## config.mk

```make
export PLATFORM = sky130hd
export DESIGN_NAME = spi_controller
export DESIGN_NICKNAME = d
export VERILOG_FILES = /design/src/rtl/spi_controller_pkg.sv /design/src/rtl/spi_controller_sclk_gen.sv /design/src/rtl/spi_controller.sv
export SDC_FILE = /design/constraint.sdc
export NUM_CORES = 1
export LEC_CHECK = 0
export ABC_CLOCK_PERIOD_IN_PS = 2250
export CAP_MARGIN = 30
export CORE_MARGIN = 1
export CORE_UTILIZATION = 54
export DETAILED_ROUTE_END_ITERATION = 10
export GPL_TIMING_DRIVEN = 1
export PLACE_DENSITY_LB_ADDON = 0.12
export SYNTH_ARGS = -nofsm -noshare
export SYNTH_HDL_FRONTEND = slang
export SYNTH_SLANG_ARGS = --single-unit
```

## constraint.sdc

```tcl
create_clock -name clk -period 2.25 [get_ports clk]
set_input_delay 0.225 -clock clk [delete_from_list [all_inputs] [get_ports clk]]
set_output_delay 0.225 -clock clk [all_outputs]
set_load 0.01 [all_outputs]
```

## src/rtl/spi_controller_pkg.sv

```systemverilog
// Shared definitions for the SPI memory-link controller: FSM state encoding,
// transfer direction constants and default frame geometry.
`timescale 1ns/1ps
package spi_defs;

    typedef enum logic [2:0] {
        ST_IDLE  = 3'd0,
        ST_SETUP = 3'd1,
        ST_SHIFT = 3'd2,
        ST_LAST  = 3'd3,
        ST_HOLD  = 3'd4
    } state_t;

    localparam logic READ  = 1'b1;
    localparam logic WRITE = 1'b0;

    localparam int DEF_CLK_DIV   = 4;
    localparam int DEF_ADDR_W    = 7;
    localparam int DEF_DATA_W    = 8;
    localparam int DEF_TA_CYCLES = 2;

    // Number of sclk rising edges in one frame: address, R/W, turnaround, data.
    function automatic int frame_len(input int aw, input int dw, input int ta);
        return aw + 1 + ta + dw;
    endfunction

endpackage

```

## src/rtl/spi_controller_sclk_gen.sv

```systemverilog
// Half-period timebase for the SPI controller. Produces a tick every CLK_DIV
// clk cycles while enabled, and a registered sclk that toggles on ticks when
// the FSM allows it. rise/fall flag the tick that will move sclk up/down.
`timescale 1ns/1ps
module spi_sclk_gen #(
    parameter int CLK_DIV = 4
) (
    input  logic clk,
    input  logic reset,
    input  logic enable,
    input  logic restart,
    input  logic toggle_en,
    output logic tick,
    output logic rise,
    output logic fall,
    output logic sclk
);

    localparam int CW = (CLK_DIV > 2) ? $clog2(CLK_DIV) : 1;

    logic [CW-1:0] cnt_q, cnt_d;
    logic          sclk_q, sclk_d;

    assign tick = enable && (cnt_q == CW'(CLK_DIV - 1));
    assign rise = tick && toggle_en && !sclk_q;
    assign fall = tick && toggle_en && sclk_q;
    assign sclk = sclk_q;

    // Next half-period count and sclk level; idle or restart parks both at zero.
    always_comb begin
        cnt_d  = cnt_q;
        sclk_d = sclk_q;
        if (!enable || restart) begin
            cnt_d  = '0;
            sclk_d = 1'b0;
        end else if (tick) begin
            cnt_d  = '0;
            if (toggle_en) begin
                sclk_d = ~sclk_q;
            end else begin
                sclk_d = sclk_q;
            end
        end else begin
            cnt_d  = cnt_q + CW'(1);
            sclk_d = sclk_q;
        end
    end

    // Timebase registers.
    always_ff @(posedge clk or posedge reset) begin
        if (reset) begin
            cnt_q  <= '0;
            sclk_q <= 1'b0;
        end else begin
            cnt_q  <= cnt_d;
            sclk_q <= sclk_d;
        end
    end

endmodule

```

## src/rtl/spi_controller.sv

```systemverilog
// SPI mode-0 controller for the memory link. One start issues one frame:
// address (MSB first), R/W, turnaround zeros, then a data byte. Reads capture
// miso on data rising edges and publish the byte on rdata with done.
`timescale 1ns/1ps
module spi_controller
    import spi_defs::*;
#(
    parameter int CLK_DIV   = DEF_CLK_DIV,
    parameter int ADDR_W    = DEF_ADDR_W,
    parameter int DATA_W    = DEF_DATA_W,
    parameter int TA_CYCLES = DEF_TA_CYCLES
) (
    input  logic              clk,
    input  logic              reset,
    input  logic              start,
    input  logic              rw,
    input  logic [ADDR_W-1:0] addr,
    input  logic [DATA_W-1:0] wdata,
    output logic              busy,
    output logic              done,
    output logic [DATA_W-1:0] rdata,
    output logic              sclk,
    output logic              cs,
    output logic              mosi,
    input  logic              miso
);

    localparam int N          = frame_len(ADDR_W, DATA_W, TA_CYCLES);
    localparam int EW         = $clog2(N + 1);
    localparam int FIRST_DATA = N - DATA_W;

    state_t            state_q, state_d;
    logic              busy_q, busy_d;
    logic              done_q, done_d;
    logic              cs_q, cs_d;
    logic              mosi_q, mosi_d;
    logic              rw_q, rw_d;
    logic              hold2_q, hold2_d;
    logic [DATA_W-1:0] rdata_q, rdata_d;
    logic [DATA_W-1:0] cap_q, cap_d;
    logic [N-1:0]      shift_q, shift_d;
    logic [EW-1:0]     edge_q, edge_d;
    logic [N-1:0]      frame_s;

    logic tick, rise, fall, gen_restart, toggle_en;

    assign gen_restart = (state_q == ST_IDLE) && start;
    assign toggle_en   = (state_q == ST_SETUP) || (state_q == ST_SHIFT) || (state_q == ST_LAST);

    spi_sclk_gen #(.CLK_DIV(CLK_DIV)) u_sclk_gen (
        .clk       (clk),
        .reset     (reset),
        .enable    (busy_q),
        .restart   (gen_restart),
        .toggle_en (toggle_en),
        .tick      (tick),
        .rise      (rise),
        .fall      (fall),
        .sclk      (sclk)
    );

    // Assemble the outgoing frame from the request inputs; reads send zero data.
    always_comb begin
        frame_s                    = '0;
        frame_s[N-1 -: ADDR_W]     = addr;
        frame_s[DATA_W + TA_CYCLES] = rw;
        if (rw == WRITE) begin
            frame_s[DATA_W-1:0] = wdata;
        end else begin
            frame_s[DATA_W-1:0] = '0;
        end
    end

    // Frame sequencing: next state, serial output, edge counting and capture.
    always_comb begin
        state_d = state_q;
        busy_d  = busy_q;
        done_d  = 1'b0;
        cs_d    = cs_q;
        mosi_d  = mosi_q;
        rw_d    = rw_q;
        hold2_d = hold2_q;
        rdata_d = rdata_q;
        shift_d = shift_q;
        edge_d  = edge_q;

        if (rise && (rw_q == READ) && (edge_q >= EW'(FIRST_DATA))) begin
            cap_d = {cap_q[DATA_W-2:0], miso};
        end else begin
            cap_d = cap_q;
        end

        case (state_q)
            ST_IDLE: begin
                if (start) begin
                    rw_d    = rw;
                    mosi_d  = frame_s[N-1];
                    shift_d = {frame_s[N-2:0], 1'b0};
                    cs_d    = 1'b0;
                    busy_d  = 1'b1;
                    edge_d  = '0;
                    hold2_d = 1'b0;
                    cap_d   = '0;
                    state_d = ST_SETUP;
                end else begin
                    state_d = ST_IDLE;
                end
            end
            ST_SETUP: begin
                if (rise) begin
                    edge_d  = edge_q + EW'(1);
                    state_d = ST_SHIFT;
                end else begin
                    state_d = ST_SETUP;
                end
            end
            ST_SHIFT: begin
                if (fall) begin
                    if (edge_q < EW'(N)) begin
                        mosi_d  = shift_q[N-1];
                        shift_d = {shift_q[N-2:0], 1'b0};
                    end else begin
                        mosi_d  = mosi_q;
                    end
                end else if (rise) begin
                    edge_d = edge_q + EW'(1);
                    if (edge_q == EW'(N - 1)) begin
                        state_d = ST_LAST;
                    end else begin
                        state_d = ST_SHIFT;
                    end
                end else begin
                    state_d = ST_SHIFT;
                end
            end
            ST_LAST: begin
                if (fall) begin
                    mosi_d  = 1'b0;
                    hold2_d = 1'b0;
                    state_d = ST_HOLD;
                end else begin
                    state_d = ST_LAST;
                end
            end
            ST_HOLD: begin
                // sclk stays low for two half-periods before cs is released.
                if (tick && !hold2_q) begin
                    hold2_d = 1'b1;
                end else if (tick) begin
                    hold2_d = 1'b0;
                    cs_d    = 1'b1;
                    busy_d  = 1'b0;
                    done_d  = 1'b1;
                    edge_d  = '0;
                    state_d = ST_IDLE;
                    if (rw_q == READ) begin
                        rdata_d = cap_q;
                    end else begin
                        rdata_d = rdata_q;
                    end
                end else begin
                    state_d = ST_HOLD;
                end
            end
            default: begin
                state_d = ST_IDLE;
                cs_d    = 1'b1;
                busy_d  = 1'b0;
                mosi_d  = 1'b0;
                edge_d  = '0;
            end
        endcase
    end

    // Controller state and registered outputs.
    always_ff @(posedge clk or posedge reset) begin
        if (reset) begin
            state_q <= ST_IDLE;
            busy_q  <= 1'b0;
            done_q  <= 1'b0;
            cs_q    <= 1'b1;
            mosi_q  <= 1'b0;
            rw_q    <= 1'b0;
            hold2_q <= 1'b0;
            rdata_q <= '0;
            cap_q   <= '0;
            shift_q <= '0;
            edge_q  <= '0;
        end else begin
            state_q <= state_d;
            busy_q  <= busy_d;
            done_q  <= done_d;
            cs_q    <= cs_d;
            mosi_q  <= mosi_d;
            rw_q    <= rw_d;
            hold2_q <= hold2_d;
            rdata_q <= rdata_d;
            cap_q   <= cap_d;
            shift_q <= shift_d;
            edge_q  <= edge_d;
        end
    end

    assign busy  = busy_q;
    assign done  = done_q;
    assign cs    = cs_q;
    assign mosi  = mosi_q;
    assign rdata = rdata_q;

endmodule

```

* After elaboration in Yosys (flattened, before gate mapping)
Index checks and enable logic that the tools add are counted.
** Word-level totals
- Register bits after elaboration :: 51
- Input bits :: 20
- Word-level logic and storage cells :: 112
** Operators by class
- Add/subtract/negate cells :: 2
- $lt $le $gt $ge :: 2
- Equal/unequal tests :: 14
- Multiplexer cells :: 46
- Bitwise gates (word level) :: 5
- Reductions and logical operators :: 30
** Operator list (count)
- 2-to-1 mux 18 bit :: 3
- case mux 18 bit (2 select lines) :: 1
- 2-to-1 mux 8 bit :: 4
- 2-to-1 mux 5 bit :: 5
- case mux 5 bit (5 select lines) :: 1
- 2-to-1 mux 1 bit :: 19
- AND reduction 4 bit :: 4
- 2-to-1 mux 3 bit :: 5
- case mux 3 bit (5 select lines) :: 1
- != test 2 bit, second input constant :: 6
- AND reduction 5 bit :: 2
- case mux 1 bit (3 select lines) :: 3
- logical AND 1 bit :: 8
- equality test 3 x 2 -> 1 bit, second input constant :: 2
- 2-to-1 mux 2 bit :: 3
- AND reduction 2 bit :: 3
- nonzero test 2 bit :: 3
- adder 5 x 1 -> 5 bit, second input constant :: 1
- equality test 5 bit, second input constant :: 1
- greater-or-equal comparator 5 x 4 -> 1 bit, second input constant :: 1
- < comparator 5 bit, second input constant :: 1
- NOT 1 bit :: 5
- case mux 1 bit (4 select lines) :: 1
- equality test 3 x 1 -> 1 bit, second input constant :: 1
- other kinds (11) :: 15

* Depth between registers and ports, before layout
- Depth in word-level cells :: 10
- Gate-level depth with buffers :: 6

* Cells and area by module
Synthesis repeated with hierarchy kept, for this count alone.
** Second synthesis, totals
- Cells, all modules :: 231
- Area, all modules :: 2638.8 um^2
** Modules (own cells, without submodules)
- spi_controller :: instances 1, cells an instance 215, area each 2482.4 um^2, seq. area each 1177.4 um^2
- spi_sclk_gen :: instances 1, cells an instance 16, area each 156.4 um^2, seq. area each 75.1 um^2

* Worst setup path after synthesis
No wires, ideal clock.
- Path type :: reg-to-reg
- From :: reg edge_q[0]
- To :: reg cap_q[0]
- Data arrival time :: 1477 ps
- Slack :: 641 ps
- Stages on the path, launching flop included :: 7
- Path buffers :: 0
- Path through :: dfrtp_1 > inv_1 > ha_1 > o31a_1 > o2111ai_4 > mux2i_1 > nor2_1
** Between the ends
- Word-level cells in the longest chain between the ends :: 5
** Ends and longest elaborated chain
- from (decl) :: RTL line spi_controller.sv:42 : logic [EW-1:0] edge_q, edge_d;
- from (signal assigned) :: RTL line spi_controller.sv:200 : edge_q <= edge_d;
- greater-or-equal comparator 5 x 4 -> 1 bit * :: RTL line spi_controller.sv:87 : if (rise && (rw_q == READ) && (edge_q >= EW'(FIRST_DATA))) begin
- logical AND 1 bit * :: RTL line spi_controller.sv:87
- 2-to-1 mux 8 bit * :: RTL line spi_controller.sv:87
- 2-to-1 mux 8 bit :: RTL line spi_controller.sv:95 : if (start) begin
- 2-to-1 mux 8 bit * :: RTL line spi_controller.sv:93 : case (state_q)
- named net cap_d[0] :: RTL line spi_controller.sv:40 : logic [DATA_W-1:0] cap_q, cap_d;
- to (signal assigned) :: RTL line spi_controller.sv:198 : cap_q <= cap_d;
- to (decl) :: RTL line spi_controller.sv:40
Mark *: on every way through the listed nets, which the timed path passes. The rest lies on a longest branch.
A chain may end at the register's enable or synchronous reset.

* Final worst setup path
- From :: reg u_sclk_gen.cnt_q[0]
- To :: reg cap_q[6]
** Between the ends
- Word-level cells in the longest chain between the ends :: 9
** Ends and longest elaborated chain
- from (decl) :: RTL line spi_controller_sclk_gen.sv:21 : logic [CW-1:0] cnt_q, cnt_d;
- from (signal assigned) :: RTL line spi_controller_sclk_gen.sv:55 : cnt_q <= cnt_d;
- equality test 2 bit * :: RTL line spi_controller_sclk_gen.sv:24 : assign tick = enable && (cnt_q == CW'(CLK_DIV - 1));
- logical AND 1 bit * :: RTL line spi_controller_sclk_gen.sv:24
- logical AND 1 bit * (2 in a row) :: RTL line spi_controller_sclk_gen.sv:25 : assign rise = tick && toggle_en && !sclk_q;
- logical AND 1 bit * (2 in a row) :: RTL line spi_controller.sv:87
- 2-to-1 mux 8 bit * :: RTL line spi_controller.sv:87
- 2-to-1 mux 8 bit :: RTL line spi_controller.sv:95
- 2-to-1 mux 8 bit * :: RTL line spi_controller.sv:93
- named net cap_d[6] :: RTL line spi_controller.sv:40
Marks and branches as above.

==> implementation parameters <==
Parameter                              Value

Cells and area
  Layout cells sized above 1 ... 12.7%
  Area taken by flip-flops and latches ... 1250 um^2
  Most common cell after layout, fill and taps aside ... sky130_fd_sc_hd__dfrtp_1
  Fill count ... 367
  Commonest cells after routing, fill and taps aside ... 49 x sky130_fd_sc_hd__dfrtp_1, 32 x sky130_fd_sc_hd__clkdlybuf4s50_1, 25 x sky130_fd_sc_hd__nand2_1, 19 x sky130_fd_sc_hd__o21ai_0
  Finished Core Util ... 67.4%
  Total number of nets in the final design ... 283
  Area taken by multi-input logic gates ... 1120 um^2
  Area growth from synthesis to layout ... 19.0%
  Count of antenna diodes in the layout ... 0

Timing
  Final-report setup violation count ... 0
  Max-Slew Margin vs Limit ... 69.8%
  Max-slew violations ... 0
  Achievable frequency ... 0.560 GHz
  Layout Skew ... 9.31 ps
  Transition time at the pin with the least slew margin ... 453 ps
  Final hold violations ... 0
  Smallest hold slack ... 194 ps
  Sum Neg Setup Slack ... 0 ps
  Share of the clock period used by the worst path ... 79.3%
  RSZ-0062 raised after global routing ... no
  Time the final worst path needs with I/O delays and setup ... 1790 ps

Floorplanning
  Core Box Area ... 4380 um^2
  Top-level I/O count ... 33
  Die Width ... 69.8 um
  Total Die Area ... 4870 um^2
  Starting density of the core ... 56.6%
  Number of placement rows ... 24
  Chip Height ... 69.8 um

Setup path
  Type of the worst setup path ... flip-flop to flip-flop
  Critical Path RT ... 2440 ps
  Launching element type of the critical path ... flip-flop
  Combined buffer and inverter count along the critical path ... 0
  Worst Setup End Kind ... flip-flop
  Largest fanout of any net on the critical path ... 9
  Worst EP arrival ... 1980 ps
  Slowest stage cell on the critical path ... sky130_fd_sc_hd__and3b_1
  Ordered cell list for the critical path ... ha_1 > and3b_1 > o2111ai_4 > mux2i_1 > nor2_1
  Top cell family by delay on the critical path ... simple AND/OR/NAND/NOR gates
  Delay of the slowest critical-path stage ... 410 ps

Power
  Power Density ... 528 nW/um^2
  Leakage power of the design ... 1.39 nW
  Post-layout power ... 1.56 mW
  Worst-case vdd ir drop ... 0.378 mV

Clock tree
  Number of sinks on the clock net ... 50
  Post-CTS Repair Setup Buffers ... 0
  TritonCTS clock tree ... built
  Clk_lat worst skew ... 300 ps
  Clock tree root buffer cell ... sky130_fd_sc_hd__clkbuf_8
  Clock buffer depth ... 2
  Number of instances resized during post-cts repair ... 0
  H-tree level count ... 2
  Clock transition time at the flip-flop clock pins of the worst setup and hold paths ... 90 ps
  Number of buffers created by CTS ... 5
  Number of buffers inserted by hold repair at cts ... 0

Global routing
  Leftover overflow at the end of global routing ... 0
  Initial antenna violation count ... 0
  Maximum number of pins on one net before global-route repair ... 37
  Number of global-route vias before repair ... 1687
  Overall fraction of global-route tracks in use ... 21.0%
  First-pass GRT wire length ... 8050 um

Min path
  Hold WC Path Type ... primary input to asynchronous set/reset pin

Logic synthesis
  Post-synth net total ... 251
  Post-synthesis sequential element count ... 50
  Post-synthesis instance area ... 2480 um^2
  Flip-flop cell with the highest count after synthesis ... sky130_fd_sc_hd__dfrtp_1
  Number of instances in the synthesized netlist ... 227
  Average footprint of a synthesized cell ... 10.9 um^2
  Count of flip-flops with a built-in enable after synthesis ... 0
  Number of distinct standard cells referenced by the synthesized netlist ... 49
  Post-synthesis sequential area ratio ... 50.5%
  Warnings, synthesis ... 0
  Fraction of registers with async set/reset ... 100%

Drt
  Via density per instance ... 5.67
  Total vias in the final route ... 1769
  Remaining antenna violation count after routing ... 0
  Drt first-iter violations ... 130
  Remaining design rule violation count ... 0
  WL per Instance ... 14.8 um
  Total wirelength of the detailed-routed design ... 4630 um
  Number of search-and-repair iterations in the first detailed-routing pass ... 4

Run
  MaxCap Viol Count ... 0

Placement
  Hpwl dp ... 3190 um
  Port Buf Inserts ... 32
  Final Wtd Congestion ... 0.795

Status
  Result of the run ... completed
-- synthesized netlist by cell type, types with 2 or more instances --
master,number,area [um^2]
sky130_fd_sc_hd__nor3b_1,2,15.0
sky130_fd_sc_hd__buf_2,8,40.0
sky130_fd_sc_hd__a22oi_1,8,60.1
sky130_fd_sc_hd__o31a_1,3,26.3
sky130_fd_sc_hd__buf_6,2,22.5
sky130_fd_sc_hd__o21a_1,2,15.0
sky130_fd_sc_hd__nor4b_1,2,17.5
sky130_fd_sc_hd__ha_1,4,50.1
sky130_fd_sc_hd__nor2_1,15,56.3
sky130_fd_sc_hd__clkbuf_1,2,7.51
sky130_fd_sc_hd__nor3_1,3,15.0
sky130_fd_sc_hd__mux2i_1,15,150
sky130_fd_sc_hd__dfrtp_1,49,1230
sky130_fd_sc_hd__nand2_1,25,93.8
sky130_fd_sc_hd__o21ai_0,19,95.1
sky130_fd_sc_hd__and3b_1,2,17.5
sky130_fd_sc_hd__o31ai_1,3,22.5
sky130_fd_sc_hd__a21oi_1,5,25.0
sky130_fd_sc_hd__inv_1,9,33.8
sky130_fd_sc_hd__a31oi_1,5,31.3
sky130_fd_sc_hd__mux2_2,2,22.5
sky130_fd_sc_hd__nand3_1,2,10.0
sky130_fd_sc_hd__nor2b_1,3,18.8
sky130_fd_sc_hd__a32o_1,2,20.0
sky130_fd_sc_hd__nand4_1,4,25.0
sky130_fd_sc_hd__mux2_4,8,120
-- area by class of cell --
class / count / share of cell area (%)
Sequential cell: 50 / 42.4
Multi-Input combinational cell: 154 / 38.1
Timing Repair Buffer: 39 / 13.0
Clock buffer: 5 / 2.33
Tap cell: 52 / 2.20
Inverter: 9 / 1.14
Clock inverter: 3 / 0.805
-- stage by stage --
stage	instance area, um^2	setup slack, ps	instances
3_3_place_gp	2860	427	304
6_report	2950	465	312
5_1_grt	2950	321	312
3_5_place_dp	2860	392	304
4_1_cts	2950	442	312
2_1_floorplan	2480	641	227
-- report_power, final --
group	internal (mW)	leakage, nW	switching, mW
logic	0.0516	0.720	0.0405
registers	0.919	0.626	0.0143
clock network	0.223	0.0408	0.310
total	1.19	1.39	0.365
-- worst paths after layout --
kind | startpoint | end | slack (ps) | cells past startpoint
max | u_sclk_gen.cnt_q[0] | cap_q[6] | 460 | 5
min | reset | shift_q[1] | 190 | 2
max reg2reg | u_sclk_gen.cnt_q[0] | cap_q[6] | 460 | 5
min reg2reg | u_sclk_gen.cnt_q[0] | u_sclk_gen.cnt_q[0] | 450 | 1
max in group asynchronous | reset | cs | 1490 | 3
min in group clk | u_sclk_gen.cnt_q[0] | u_sclk_gen.cnt_q[0] | 450 | 1
-- registers in the layout, summed over array words and instances (netlist names) --
register	cells
u_sclk_gen.sclk	1
hold2_q	1
cap_q	8
u_sclk_gen.cnt_q	2
busy	1
shift_q	17
edge_q	5
state_q	3
mosi	1
rw_q	1
cs	1
done	1
rdata	8
-- cell families after synthesis --
group                      count (synthesis)  synth area share, %
AOI/OAI and AO/OA                         58                 16.4
xor gates and xnor gates                   1                0.353
adders and majority gates                  4                 2.02
buffers and inverters                     23                 4.54
DFF                                       50                 50.5
muxes                                     25                 11.8
and+or+nand+nor                           66                 14.4
-- routing by layer --
metal  share of wire (%)  up-vias  track usage (%)
met3                 3.3        4             4.80
met5                   0        -                0
li1                    -      880                -
met4                 1.1        0             6.67
met2                  45       35             31.4
met1                  50      850             30.4
-- worst reg2reg max path: stages, from the launching register on --
cell	delay [ps]
sky130_fd_sc_hd__dfrtp_1	360
sky130_fd_sc_hd__ha_1	310
sky130_fd_sc_hd__and3b_1	410
sky130_fd_sc_hd__o2111ai_4	300
sky130_fd_sc_hd__mux2i_1	230
sky130_fd_sc_hd__nor2_1	70
Note: power is estimated with default switching activity, not from simulation.
==> RTL change (same flow settings) <==
Put one more register stage on the output `rdata`, without a reset. The value now appears one clock later. The other outputs are not delayed to match.
--- a/src/rtl/spi_controller.sv
+++ b/src/rtl/spi_controller.sv
@@ -206,5 +206,7 @@
     assign cs    = cs_q;
     assign mosi  = mosi_q;
-    assign rdata = rdata_q;
+    always_ff @(posedge clk) begin
+        rdata <= rdata_q;
+    end
 
 endmodule
Check against the original RTL: same outputs for any inputs over 10 cycles, from zero or initial values and one cycle with reset high; that may be too few to reach the edited logic, so the function may still have changed.
==> RTL change against the unedited design <==
  * Routed wire length up 18%
  * Cell count up 16%
  * Synthesized area up 8.7%
  * Setup slack worse by 180 ps
  * Final area up 13%
  * Sequential cell count up 8
Power is not compared: it rests on default switching activity, and its combinational part moved more than twofold at a synthesized area within 25%.
==> RTL change: results <==
group,metric,value,unit
run_status,run_status,"finished, final reports clean",
sta,timing.slew.headroom,48.2,%
drt,first_drt_pass_iteration_count,5,
critical_path,worst_path_cell_with_the_longest_stage_delay,"dfrtp_1",
pwr,cellLeakagePower,1.44,nW
drt,initialDrtViolationCount,161,
logic_synthesis,distinct_cell_type_count_after_synthesis,47,
pwr,vdd_ir_drop_max,693,uV
cts,cts_setup_buffers,0,
place,gp_congestion,0.821,
global_routing,antenna_found_initial,0,
pwr,cell_internal_pwr,2.50,mW
cts,post_cts_resize_count,0,
hold_path,worst_hold_path_type,"input port to asynchronous set/reset pin",
global_routing,number_of_global_route_vias_before_repair,1915,
layout,design.final.nets,315,
critical_path,cpPeakStageDelay,680,ps
critical_path,cpLargestDelayFamily,"compound AO/OA/AOI/OAI gates",
place,dp.final_hpwl,3570,um
global_routing,grtUsageTotal,23.1,%
drt,routed_via_density,5.64,
layout,drive_above_1_share,14.9,%
global_routing,grt_first_pass_wirelength,9110,um
cts,htreeDepth,3,
layout,top_register,"shift_q",
layout,largest_register_ff_count,17,
logic_synthesis,yosys_warnings,0,
cts,cts_hold_repair.buffers,0,
sta,fin_worst_hold_slack,263,ps
cts,max-clock-path-buffers,2,
global_routing,grt_start_max_net_pins,27,
logic_synthesis,yosys-top-cells-count,"dfrtp_1, a21oi_1, nand2_1, o21ai_0",
flow_run,maxCapViolCount,0,
logic_synthesis,synthesis.nets,280,
logic_synthesis,ys_seq_area_share,52.3,%
critical_path,peak_fanout_along_the_critical_path,14,
layout,insertedDiodeCount,0,
cts,root_cell_of_the_clock_tree,"clkbuf_8",
place,postPlaceCellArea,3100,um^2
drt,wirelength,5480,um
sta,finClkSkew,8.58,ps
logic_synthesis,synth.area.top_cells,"dfrtp_1, a21oi_1, dfxtp_1",
logic_synthesis,ys_async_rst_share,86.2,%
critical_path,timing.critical_path.arrival,2190,ps
cts,clk-insertion-delay-late,340,ps
place,port-buffer-count,32,
cts,cts-buffers-inserted,9,
cts,clk_pin_slew,70,ps
critical_path,setup.reg_to_reg.worst_slack,280,ps
## RTL change: changes by cell type after synthesis, moves of 5 or more
cell     delta
a21oi_1    +33
dfxtp_1     +8
a31oi_1     -5
o21ai_0     -6
mux2_2      +9
mux2i_1     -5
a22oi_1     -8
nor2_1      -9
nor3b_1     +9
mux2_4      -8
## RTL change: routing by layer
layer  wire length (um)  vias to the layer above  GRT usage, %  share of wire, %
met5                  0                        -             0                 0
met4                 82                        0          10.7               1.5
met3                272                       10          6.49               5.0
met2               2540                       59          34.3                46
met1               2580                      986          31.7                47
li1                   -                      992             -                 -
## RTL change: final timing paths
check	from	endpoint	cells after the start
min in group clk	rdata_q[7]	rdata[7]	0
hold reg to reg	rdata_q[7]	rdata[7]	0
hold / removal	reset	rdata_q[2]	2
setup / recovery	state_q[0]	edge_q[4]	4
setup reg to reg	state_q[0]	edge_q[4]	4
max in group asynchronous	reset	shift_q[2]	3
## RTL change: worst register-to-register path, cell delays in order (launching register included)
cell and delay (ps):
dfrtp_1 680, and4bb_2 310, a2111oi_4 530, o311ai_0 230
o41ai_1 100
## RTL change: final cells by class
cell class	count	area, um^2
multi-input combinational	173	1170
timing repair buffer	41	400
clock inverter	5	103
clock buffer	11	131
fill	363	1420
tap	67	83.8
sequential	58	1410
inverter	8	30.0
## RTL change: kinds of logic (layout without fill, tap and decap cells)
kind of cell / count (synthesis) / in the layout / share of synthesized area (%)
flip-flops: 58 / 58 / 52.3
multiplexers: 21 / 21 / 8.30
AO/OA/AOI/OAI: 75 / 75 / 18.4
AND/OR/NAND/NOR: 72 / 72 / 14.6
buffers and inverters: 25 / 65 / 4.26
XOR/XNOR: 1 / 1 / 0.325
adder cells (fa/ha/maj): 4 / 4 / 1.85
## RTL change: power groups by stage
stage	clock, mW	sequential (mW)	combinational (mW)
after floorplan	0	1.51	0.702
after global placement	0	1.59	0.864
after detailed placement	0	1.60	0.891
after CTS	1.16	1.58	0.903
after global routing	1.21	1.62	0.996
final	1.14	1.59	0.895
## RTL change: metrics by stage
step                      util (%)  power, mW  std cells  setup slack [ps]
after floorplan                  -       2.21        256               473
after global placement        65.2       2.45        347               349
after detailed placement      65.2       2.49        347               330
after CTS                     70.1       3.64        363               292
after global routing          70.1       3.83        363               114
final                         70.1       3.62        363               283
